==> config.mk <==
export PLATFORM = sky130hd
export DESIGN_NAME = cell_array_ctrl
export DESIGN_NICKNAME = d
export VERILOG_FILES = /design/src/rtl/cell_array_ctrl.sv
export SDC_FILE = /design/constraint.sdc
export NUM_CORES = 1
export LEC_CHECK = 0
export ABC_AREA = 0
export BUFFER_PORTS_ARGS = -buffer_cell sky130_fd_sc_hd__buf_4
export CORE_AREA = 2 2 292 294
export CTS_CLUSTER_SIZE = 8
export DETAILED_ROUTE_END_ITERATION = 8
export DIE_AREA = 0 0 294 296
export SLEW_MARGIN = 0
export SYNTH_ARGS = -nofsm -noshare
export SYNTH_HDL_FRONTEND = slang
export SYNTH_SLANG_ARGS = --single-unit
==> constraint.sdc <==
create_clock -name clk -period 10.19 [get_ports clk]
set_input_delay 1.019 -clock clk [delete_from_list [all_inputs] [get_ports clk]]
set_output_delay 1.019 -clock clk [all_outputs]
set_load 0.005 [all_outputs]
==> src/rtl/cell_array_ctrl.sv <==
// Sequenced load / clear / evaluate controller for the evolvable cell array.
// Build option CELL_ARRAY_REPLICATE_EN adds the REPEAT register (slot replication).
module cell_array_ctrl #(
  parameter int DIMX          = 64,
  parameter int DIMY          = 64,
  parameter int PORT_WIDTH    = 32,
  parameter int SETTLE_CYCLES = 16
) (
  input  logic                              clk,
  input  logic                              rst,
  input  logic [3:0]                        avs_address,
  input  logic                              avs_read,
  input  logic                              avs_write,
  input  logic [PORT_WIDTH-1:0]             avs_writedata,
  output logic [PORT_WIDTH-1:0]             avs_readdata,
  output logic                              avs_waitrequest,
  output logic [PORT_WIDTH-1:0]             ram_data,
  output logic [DIMX*4/PORT_WIDTH*DIMY-1:0] write_en,
  output logic [DIMX-1:0]                   linux_in,
  input  logic [DIMX-1:0]                   linux_out
);

  localparam int SLOTS = DIMX * 4 / PORT_WIDTH;
  localparam int WORDS = SLOTS * DIMY;
  localparam int IOW   = DIMX / PORT_WIDTH;
  localparam int PW    = $clog2(WORDS);
  localparam int CW    = $clog2(SETTLE_CYCLES + 1);

  typedef enum logic [2:0] {
    IDLE, LOAD, STROBE, CLR_LOAD, CLR_STROBE, EVAL
  } state_e;

  state_e                state_q, state_d;
  logic [PW-1:0]         ptr_q, ptr_d;
  logic                  ovf_q, ovf_d;
  logic                  done_q, done_d;
  logic [CW-1:0]         cnt_q, cnt_d;
  logic [DIMX-1:0]       cap_q, cap_d;
  logic [DIMX-1:0]       lin_q, lin_d;
  logic [PORT_WIDTH-1:0] ram_q, ram_d;
  logic [PORT_WIDTH-1:0] rd_q, rd_d;

  logic        wr_acc;
  logic [31:0] idx;
  logic        idx_ok;
  logic        last;

  assign wr_acc          = avs_write && (state_q == IDLE);
  assign avs_waitrequest = avs_write && (state_q != IDLE);
  assign avs_readdata    = rd_q;
  assign ram_data        = ram_q;
  assign linux_in        = lin_q;

`ifdef CELL_ARRAY_REPLICATE_EN
  logic [15:0] rep_q, rep_d;
  logic [15:0] rcnt_q, rcnt_d;

  always_ff @(posedge clk or posedge rst) begin
    if (rst) begin
      rep_q  <= '0;
      rcnt_q <= '0;
    end else begin
      rep_q  <= rep_d;
      rcnt_q <= rcnt_d;
    end
  end

  assign idx  = 32'(ptr_q) + 32'(rcnt_q) * 32'(SLOTS);
  assign last = (rcnt_q == rep_q);
`else
  assign idx  = 32'(ptr_q);
  assign last = 1'b1;
`endif

  assign idx_ok = idx < 32'(WORDS);

  // Enables decode straight from state so an async reset kills a live pulse.
  always_comb begin
    write_en = '0;
    if (state_q == CLR_STROBE) begin
      write_en = '1;
    end else if (state_q == STROBE && idx_ok) begin
      write_en[idx[PW-1:0]] = 1'b1;
    end
  end

  always_ff @(posedge clk or posedge rst) begin
    if (rst) begin
      state_q <= IDLE;
      ptr_q   <= '0;
      ovf_q   <= 1'b0;
      done_q  <= 1'b0;
      cnt_q   <= '0;
      cap_q   <= '0;
      lin_q   <= '0;
      ram_q   <= '0;
      rd_q    <= '0;
    end else begin
      state_q <= state_d;
      ptr_q   <= ptr_d;
      ovf_q   <= ovf_d;
      done_q  <= done_d;
      cnt_q   <= cnt_d;
      cap_q   <= cap_d;
      lin_q   <= lin_d;
      ram_q   <= ram_d;
      rd_q    <= rd_d;
    end
  end

  always_comb begin
    state_d = state_q;
    ptr_d   = ptr_q;
    ovf_d   = ovf_q;
    done_d  = done_q;
    cnt_d   = cnt_q;
    cap_d   = cap_q;
    lin_d   = lin_q;
    ram_d   = ram_q;
`ifdef CELL_ARRAY_REPLICATE_EN
    rep_d   = rep_q;
    rcnt_d  = rcnt_q;
`endif
    unique case (state_q)
      IDLE: begin
        if (wr_acc) begin
          unique case (avs_address)
            4'd0: begin
              if (avs_writedata[2]) begin
                ptr_d = '0;
                ovf_d = 1'b0;
              end
              if (avs_writedata[0]) begin
                state_d = CLR_LOAD;
                ram_d   = '0;
                lin_d   = '0;
                ptr_d   = '0;
                ovf_d   = 1'b0;
                done_d  = 1'b0;
                cap_d   = '0;
              end else if (avs_writedata[1]) begin
                state_d = EVAL;
                done_d  = 1'b0;
                cnt_d   = '0;
              end
            end
            4'd2: begin
              state_d = LOAD;
              ram_d   = avs_writedata;
`ifdef CELL_ARRAY_REPLICATE_EN
              rcnt_d  = '0;
`endif
            end
            4'd3: begin
              ptr_d = PW'(avs_writedata % PORT_WIDTH'(WORDS));
              ovf_d = 1'b0;
            end
`ifdef CELL_ARRAY_REPLICATE_EN
            4'd15: rep_d = avs_writedata[15:0];
`endif
            default: ;
          endcase
          for (int k = 0; k < IOW; k++) begin
            if (avs_address == 4'(4 + k)) begin
              lin_d[k*PORT_WIDTH +: PORT_WIDTH] = avs_writedata;
              done_d = 1'b0;
            end
          end
        end
      end
      LOAD: state_d = STROBE;
      STROBE: begin
        if (!idx_ok) ovf_d = 1'b1;
        if (last) begin
          state_d = IDLE;
          if (ptr_q == PW'(WORDS - 1)) begin
            ptr_d = '0;
            ovf_d = 1'b1;
          end else begin
            ptr_d = ptr_q + 1'b1;
          end
        end else begin
`ifdef CELL_ARRAY_REPLICATE_EN
          rcnt_d = rcnt_q + 16'd1;
`endif
        end
      end
      CLR_LOAD:   state_d = CLR_STROBE;
      CLR_STROBE: state_d = IDLE;
      EVAL: begin
        if (cnt_q == CW'(SETTLE_CYCLES - 1)) begin
          cap_d   = linux_out;
          done_d  = 1'b1;
          state_d = IDLE;
        end else begin
          cnt_d = cnt_q + 1'b1;
        end
      end
      default: state_d = IDLE;
    endcase
  end

  always_comb begin
    rd_d = rd_q;
    if (avs_read) begin
      rd_d = '0;
      unique case (avs_address)
        4'd1: begin
          rd_d[0]        = (state_q != IDLE);
          rd_d[1]        = done_q;
          rd_d[2]        = ovf_q;
          rd_d[PW+15:16] = ptr_q;
        end
        4'd3: rd_d[PW-1:0] = ptr_q;
`ifdef CELL_ARRAY_REPLICATE_EN
        4'd15: rd_d[15:0] = rep_q;
`endif
        default: ;
      endcase
      for (int k = 0; k < IOW; k++) begin
        if (avs_address == 4'(4 + k)) begin
          rd_d = cap_q[k*PORT_WIDTH +: PORT_WIDTH];
        end
      end
    end
  end

endmodule

==> metrics.txt, run 1 <==
R2R setup slack=between 7 and 8 ns; Non-Filler Instances=about 3100; final worst path period need=approximately 4.9 ns; Worst Reg2Reg Path Length in Cells=9; antenna violations before repair=7; CP Max Fanout=171; post-CTS sizing=0; DR iter-0 viols=between 900 and 1000; Max Transition Viols Final=0; vias in the first global route=~12000; clock root buffer=clkbuf_16; Hold WS=slightly below 0.5 ns; predominant post-synthesis flop cell=dfrtp_1; LEAKAGE=between 9 and 10 nW; CP cell instances=or3b_4 > buf_4 > buf_4 > o21ai_0 > buf_4; Core Region=roughly 84000 µm²; Worst Hold End=cap_q[56]; Post-synth EDFFs=0; Hold Path Depth=1; CTS sink cnt=~210; DP Cell Count=between 3000 and 4000; die boundary width=294 µm; routability cong.=0.787; CP arrival=approximately 4 ns; remaining routing DRC violations=0; # hold bufs at CTS=0; Nets=2126; via/cell ratio=4.49; VDD IR max=around 130 µV; WL/cell=~23 µm; Final Hold Fails=0; Syn Inst Count=approximately 1400; Setup CP Type=reg2out; Seq cells post-synth=approximately 210; height of the die=about 300 µm; Post-CTS Setup Inserts=0; Clock Latency Late Sink=about 0.58 ns; Pwr Density=about 120 nW/µm²; RSZ-0062 raised after global routing=false; CP bufs+invs=3; max-cap violations=0; GRT Util Overall=0.151; sequential area share after synthesis=0.440; slowest stage cell, crit path=buf_4; CTS tree=done; CP Launch Type=flip-flop; Worst-path clk slew=around 0.05 ns; # rows=around 110; Initial Utilization=0.143; share of cells above drive strength 1=0.425; depth of the CTS H-tree=1; maximum clock frequency=~200 MHz; pin count of the biggest net entering global routing=around 170; top cells by count, synth=565 x o21ai_0, 211 x dfrtp_1, 185 x clkbuf_1; IO Count=around 750; DP HPWL=roughly 48000 µm; CP delay by family, top=buffers and inverters; Synth Warn #=0; capturing point of the worst reg2reg path=cap_q[15]; Fill cells=roughly 9000; max incr delay on CP=~0.99 ns; vias=between 10000 and 15000; final setup fails=0; Yosys top cell area share=0.440; post-route ant nets=0; GRT overflow=0; Yosys cell types=just under 50; most frequent cell after synthesis=o21ai_0; Post-Syn Area=12000 µm²; Synth Area per Inst=8.42 µm²; Layout area overhead=60.0%; largest buffer count on any clock path=3; CP dominant cell by count=buf_4; main area contributors after synthesis=dfrtp_1 44%, o21ai_0 24%, a22o_1 12%; worst slack, placed=just under 6 ns; Reg-to-Reg Start=cnt_q[0]; worst hold path class=reg2reg; post-synth top area cell=dfrtp_1; worst slew pin tran=between 1 and 1.5 ns; skew final=around 0.025 ns; total die area=around 87000 µm²; cts bufs inserted=30; Crit path depth=5; Rel. slew slack=0.183; I/O Buffers=roughly 740; WP data required=9.17 ns; Worst Slack Setup Final=between 5 and 6 ns; final WL=roughly 70000 µm; Synthesized Nets=about 1500; first-pass GRT wire length=around 96000 µm; post-route setup TNS=0 ns; Crit. End Element=output port; asr flop ratio synth=1.00; outcome=completed; total design power=between 2 and 2.5 mW; hold_sp=cap_q[56]; TritonRoute pass-1 iters=7; Final Cycle Share=0.481
## worst max-delay path by stage
stage                           from         endpoint  slack [ns]
after floorplan                  rst  avs_readdata[0]        3.41
after global placement    state_q[1]    write_en[371]        5.93
after detailed placement  state_q[1]    write_en[371]        5.90
after CTS                 state_q[1]    write_en[371]        5.26
after global routing      state_q[1]    write_en[371]        5.06
final                     state_q[1]     write_en[45]        5.28
## report_power, final
group	internal (mW)	leakage (nW)	total (mW)	switching, mW
clock network	0.542	0.396	0.912	0.370
logic	0.235	6.15	0.443	0.208
registers	0.933	2.83	1.00	0.0699
total	1.71	9.38	2.36	0.648
## through the flow
stage               utilization  instance area [µm²]
global route              0.228                19200
finish                    0.228                19200
CTS                       0.228                19200
floorplan                     -                12000
detailed placement        0.218                18400
global placement          0.218                18400
## cells by family (layout without fill, tap and decap cells)
| kind of cell | count (synthesis) | count (layout) | share of synthesized area |
|---|---|---|---|
| compound gates | 781 | 781 | 0.382 |
| xor+xnor | 1 | 1 | 0.000730 |
| fa+ha+maj | 7 | 7 | 0.00730 |
| buf+inv | 232 | 822 | 0.0769 |
| flops | 211 | 211 | 0.440 |
| mux | 26 | 26 | 0.0244 |
| other cells | 0 | 4 | 0 |
| simple gates | 168 | 168 | 0.0690 |
## state kept, by name, summed over array words and instances, names as in the netlist
| name | flops |
|---|---|
| state_q | 3 |
| cnt_q | 5 |
| ptr_q | 9 |
| cap_q | 64 |
| linux_in | 64 |
| ovf_q | 1 |
| avs_readdata | 32 |
| done_q | 1 |
| ram_data | 32 |
## cell usage in the layout, fill, tap and decap left out, drive strengths merged, types with 10 or more instances in the layout
cell    netlist  routed
a21oi        27      27
clkbuf      185      31
buf          20     762
inv          27      27
nand2        68      68
dfrtp       211     211
nor3         12      12
a22o        160     160
mux2         26      26
o21ai       566     566
nand3        17      17
nor3b        10      10
nor2         31      31
## layer usage
metal | track usage | up-vias | share of wire | wire [µm]
li1 | - | 6341 | - | -
met1 | 0.176 | 6859 | 0.39 | 27700
met3 | 0.0345 | 102 | 0.076 | 5460
met4 | 0.0607 | 6 | 0.040 | 2880
met5 | 0 | - | 0.00064 | 46
met2 | 0.265 | 666 | 0.50 | 35600
## layout make-up
| class | instances | area [µm²] | share of cell area |
|---|---|---|---|
| Tap cell | 1090 | 1360 | 0.0710 |
| Clock buffer | 31 | 754 | 0.0393 |
| Inverter | 27 | 109 | 0.00567 |
| Timing Repair Buffer | 762 | 5720 | 0.298 |
| Clock inverter | 2 | 60.1 | 0.00313 |
| Sequential cell | 211 | 5280 | 0.275 |
| Multi-Input combinational cell | 983 | 5910 | 0.308 |
| Antenna cell | 4 | 10.0 | 0.000521 |
## worst reg2reg max path: stages, from the launching register on
cell,delay [ns]
dfrtp_1,0.41
ha_1,0.22
and3_1,0.15
ha_1,0.21
inv_1,0.11
nor2_4,0.04
buf_4,0.34
a31oi_4,0.25
buf_4,0.61
a22o_1,0.30
Note: power is estimated with default switching activity, not from simulation.
==> inputs of run 2 (changes only) <==
- CORE_AREA: 2 2 292 294 -> 2 2 290 292
- DIE_AREA: 0 0 294 296 -> 0 0 292 294
- clock period: 10.19 -> 4.11 ns (I/O delays scaled with it)
==> run 2 against run 1 <==
Sequential share of layout area is 0.29 points lower. Combinational power grew to 2.5 times the previous value. Register-to-register slack worse by 5.9 ns. Non-clock buffer count is 24 higher. Clock power is 140% higher. Global-route usage is 0.44 points higher. Worst hold slack worse by 0.49 ns. Cell area is 1.1% higher. Sequential cell count stayed put. Worst setup slack worse by 5.2 ns. Critical endpoint is now write_en[211].
==> metrics.txt, run 2 (same netlist as run 1, synthesis figures left out) <==
RSZ-0062 raised after global routing=true (was false); Rel. slew slack=0.228 (was 0.183); cts bufs inserted=30 (unchanged); worst slack, placed=0.572 ns (was 5.90 ns); DR iter-0 viols=869 (was 928); max-cap violations=0 (unchanged); Setup CP Type=reg2out (unchanged); CP arrival=3.60 ns (was 3.89 ns); first-pass GRT wire length=98600 µm (was 95500 µm); LEAKAGE=9.54 nW (was 9.38 nW); pin count of the biggest net entering global routing=192 (was 172); Non-Filler Instances=3124 (was 3110); WL/cell=22.7 µm (was 23.0 µm); depth of the CTS H-tree=1 (unchanged); Core Region=82900 µm² (was 84200 µm²); CP Max Fanout=32 (was 171); largest buffer count on any clock path=3 (unchanged); height of the die=294 µm (was 296 µm); worst hold path class=in2async (was reg2reg); clock root buffer=clkbuf_16 (unchanged); post-route ant nets=0 (unchanged); final WL=71000 µm (was 71600 µm); Layout area overhead=61.7% (was 60.0%); GRT Util Overall=0.155 (was 0.151); CTS tree=done (unchanged); CTS sink cnt=211 (unchanged); DP Area=18600 µm² (was 18400 µm²); commonest non-fill, non-tap cell in the layout=buf_4 (unchanged); final worst path period need=4.01 ns; vias=14100 (was 14000); # rows=106 (was 107); maximum clock frequency=around 250 MHz; final setup fails=0 (unchanged); fin area=19400 µm² (was 19200 µm²); Initial Utilization=0.145 (was 0.143); Final Cycle Share=0.976; Max Transition Viols Final=0 (unchanged); die boundary width=292 µm (was 294 µm); GRT overflow=0 (unchanged); TritonRoute pass-1 iters=5 (was 7); Worst Slack Setup Final=0.0983 ns (was 5.28 ns); routability cong.=0.783 (was 0.787); I/O Buffers=744 (unchanged); Final Hold Fails=0 (unchanged); DP Cell Count=3087 (was 3073); Post-CTS Setup Inserts=0 (unchanged); VDD IR max=250 µV (was 131 µV); outcome=completed (unchanged); Crit. End Element=output port (unchanged); remaining routing DRC violations=0 (unchanged); worst slew pin tran=1.15 ns (was 1.23 ns); vias in the first global route=12900 (was 12100); Fill cells=9092 (was 9209); total design power=5.81 mW (was 2.36 mW); skew final=0.0168 ns (was 0.0248 ns); Clock Latency Late Sink=0.56 ns (was 0.58 ns); Hold WS=0.00279 ns (was 0.491 ns); post-route setup TNS=0 ns (unchanged); antenna violations before repair=12 (was 7); Pwr Density=300 nW/µm² (was 123 nW/µm²); fin util=0.234 (was 0.228); share of cells above drive strength 1=0.432 (was 0.425); WP data required=3.70 ns (was 9.17 ns); total die area=85800 µm² (was 87000 µm²); CP Launch Type=flip-flop (unchanged); IO Count=745 (unchanged); Nets=2150 (was 2126); commonest cells after routing, fill and taps aside=782 x buf_4, 564 x o21ai_0, 211 x dfrtp_1, 158 x a22o_1, 53 x nand2_1 (was 762 x buf_4, 565 x o21ai_0, 211 x dfrtp_1, 158 x a22o_1, 53 x nand2_1); DP HPWL=49500 µm (was 47700 µm); via/cell ratio=4.52 (was 4.49); Worst-path clk slew=0.06 ns (was 0.05 ns)
## run 2: cell count changes in the layout (fill, tap and decap cells not counted)
cell and delta:
nand2_4 +2, clkinvlp_4 +1, bufinv_16 -1, o21ai_0 -1, o21ai_1 +1, clkbuf_8 +2
inv_8 -1, clkinv_16 -1, nand2_2 -2, buf_4 +20, buf_12 +4, clkinv_8 +1
diode_2 -1
## run 2: worst max-delay path, cell delays in order, from the launching register on
cell and delay, ns:
dfrtp_1 0.57, or3b_1 0.52, nor3_1 0.58, nand2_2 0.77, o21ai_0 0.43, buf_4 0.16
## run 2: repair_timing
action,4_1_cts,5_1_grt
gates resized for setup,1,2
setup endpoints to repair,1,31
hold buffers,0,0
pin swaps,0,0
## run 2: final cells by class
type | count | area (µm²) | area share
repair buffers | 786 | 5950 | 0.307
multi-input cells | 983 | 5920 | 0.305
flip-flops and latches | 211 | 5280 | 0.272
well taps | 1080 | 1350 | 0.0696
clock buffers | 33 | 782 | 0.0403
inverters | 27 | 105 | 0.00541
clock inverters | 1 | 16.3 | 0.000838
diodes | 3 | 7.51 | 0.000387
## run 2: path summary, 6_finish.rpt
check                           cells after the start     startpoint               end  slack [ns]
worst min-delay path                                3            rst      linux_in[54]       0.003
worst max-delay path                                5     state_q[1]     write_en[211]         0.1
max in group asynchronous                           3            rst  avs_readdata[27]        3.41
worst max register to register                      4     state_q[1]       ram_data[1]        1.57
min in group clk                                    2  linux_out[33]         cap_q[33]        0.07
worst min register to register                      1      cap_q[59]         cap_q[59]        0.49
## run 2: metal layers
metal | vias up | track usage | routed length [µm] | part of all wire
met3 | 117 | 0.0322 | 5360 | 0.075
met5 | - | 0 | 49 | 0.00069
met4 | 8 | 0.0476 | 2210 | 0.031
met2 | 698 | 0.269 | 35000 | 0.49
met1 | 6913 | 0.192 | 28500 | 0.40
li1 | 6384 | - | - | -
## run 2: where the power goes
part / total (mW) / internal (mW) / switching, mW
combinational: 1.12 / 0.593 / 0.531
sequential: 2.48 / 2.31 / 0.169
clock: 2.21 / 1.31 / 0.895
total: 5.81 / 4.22 / 1.59
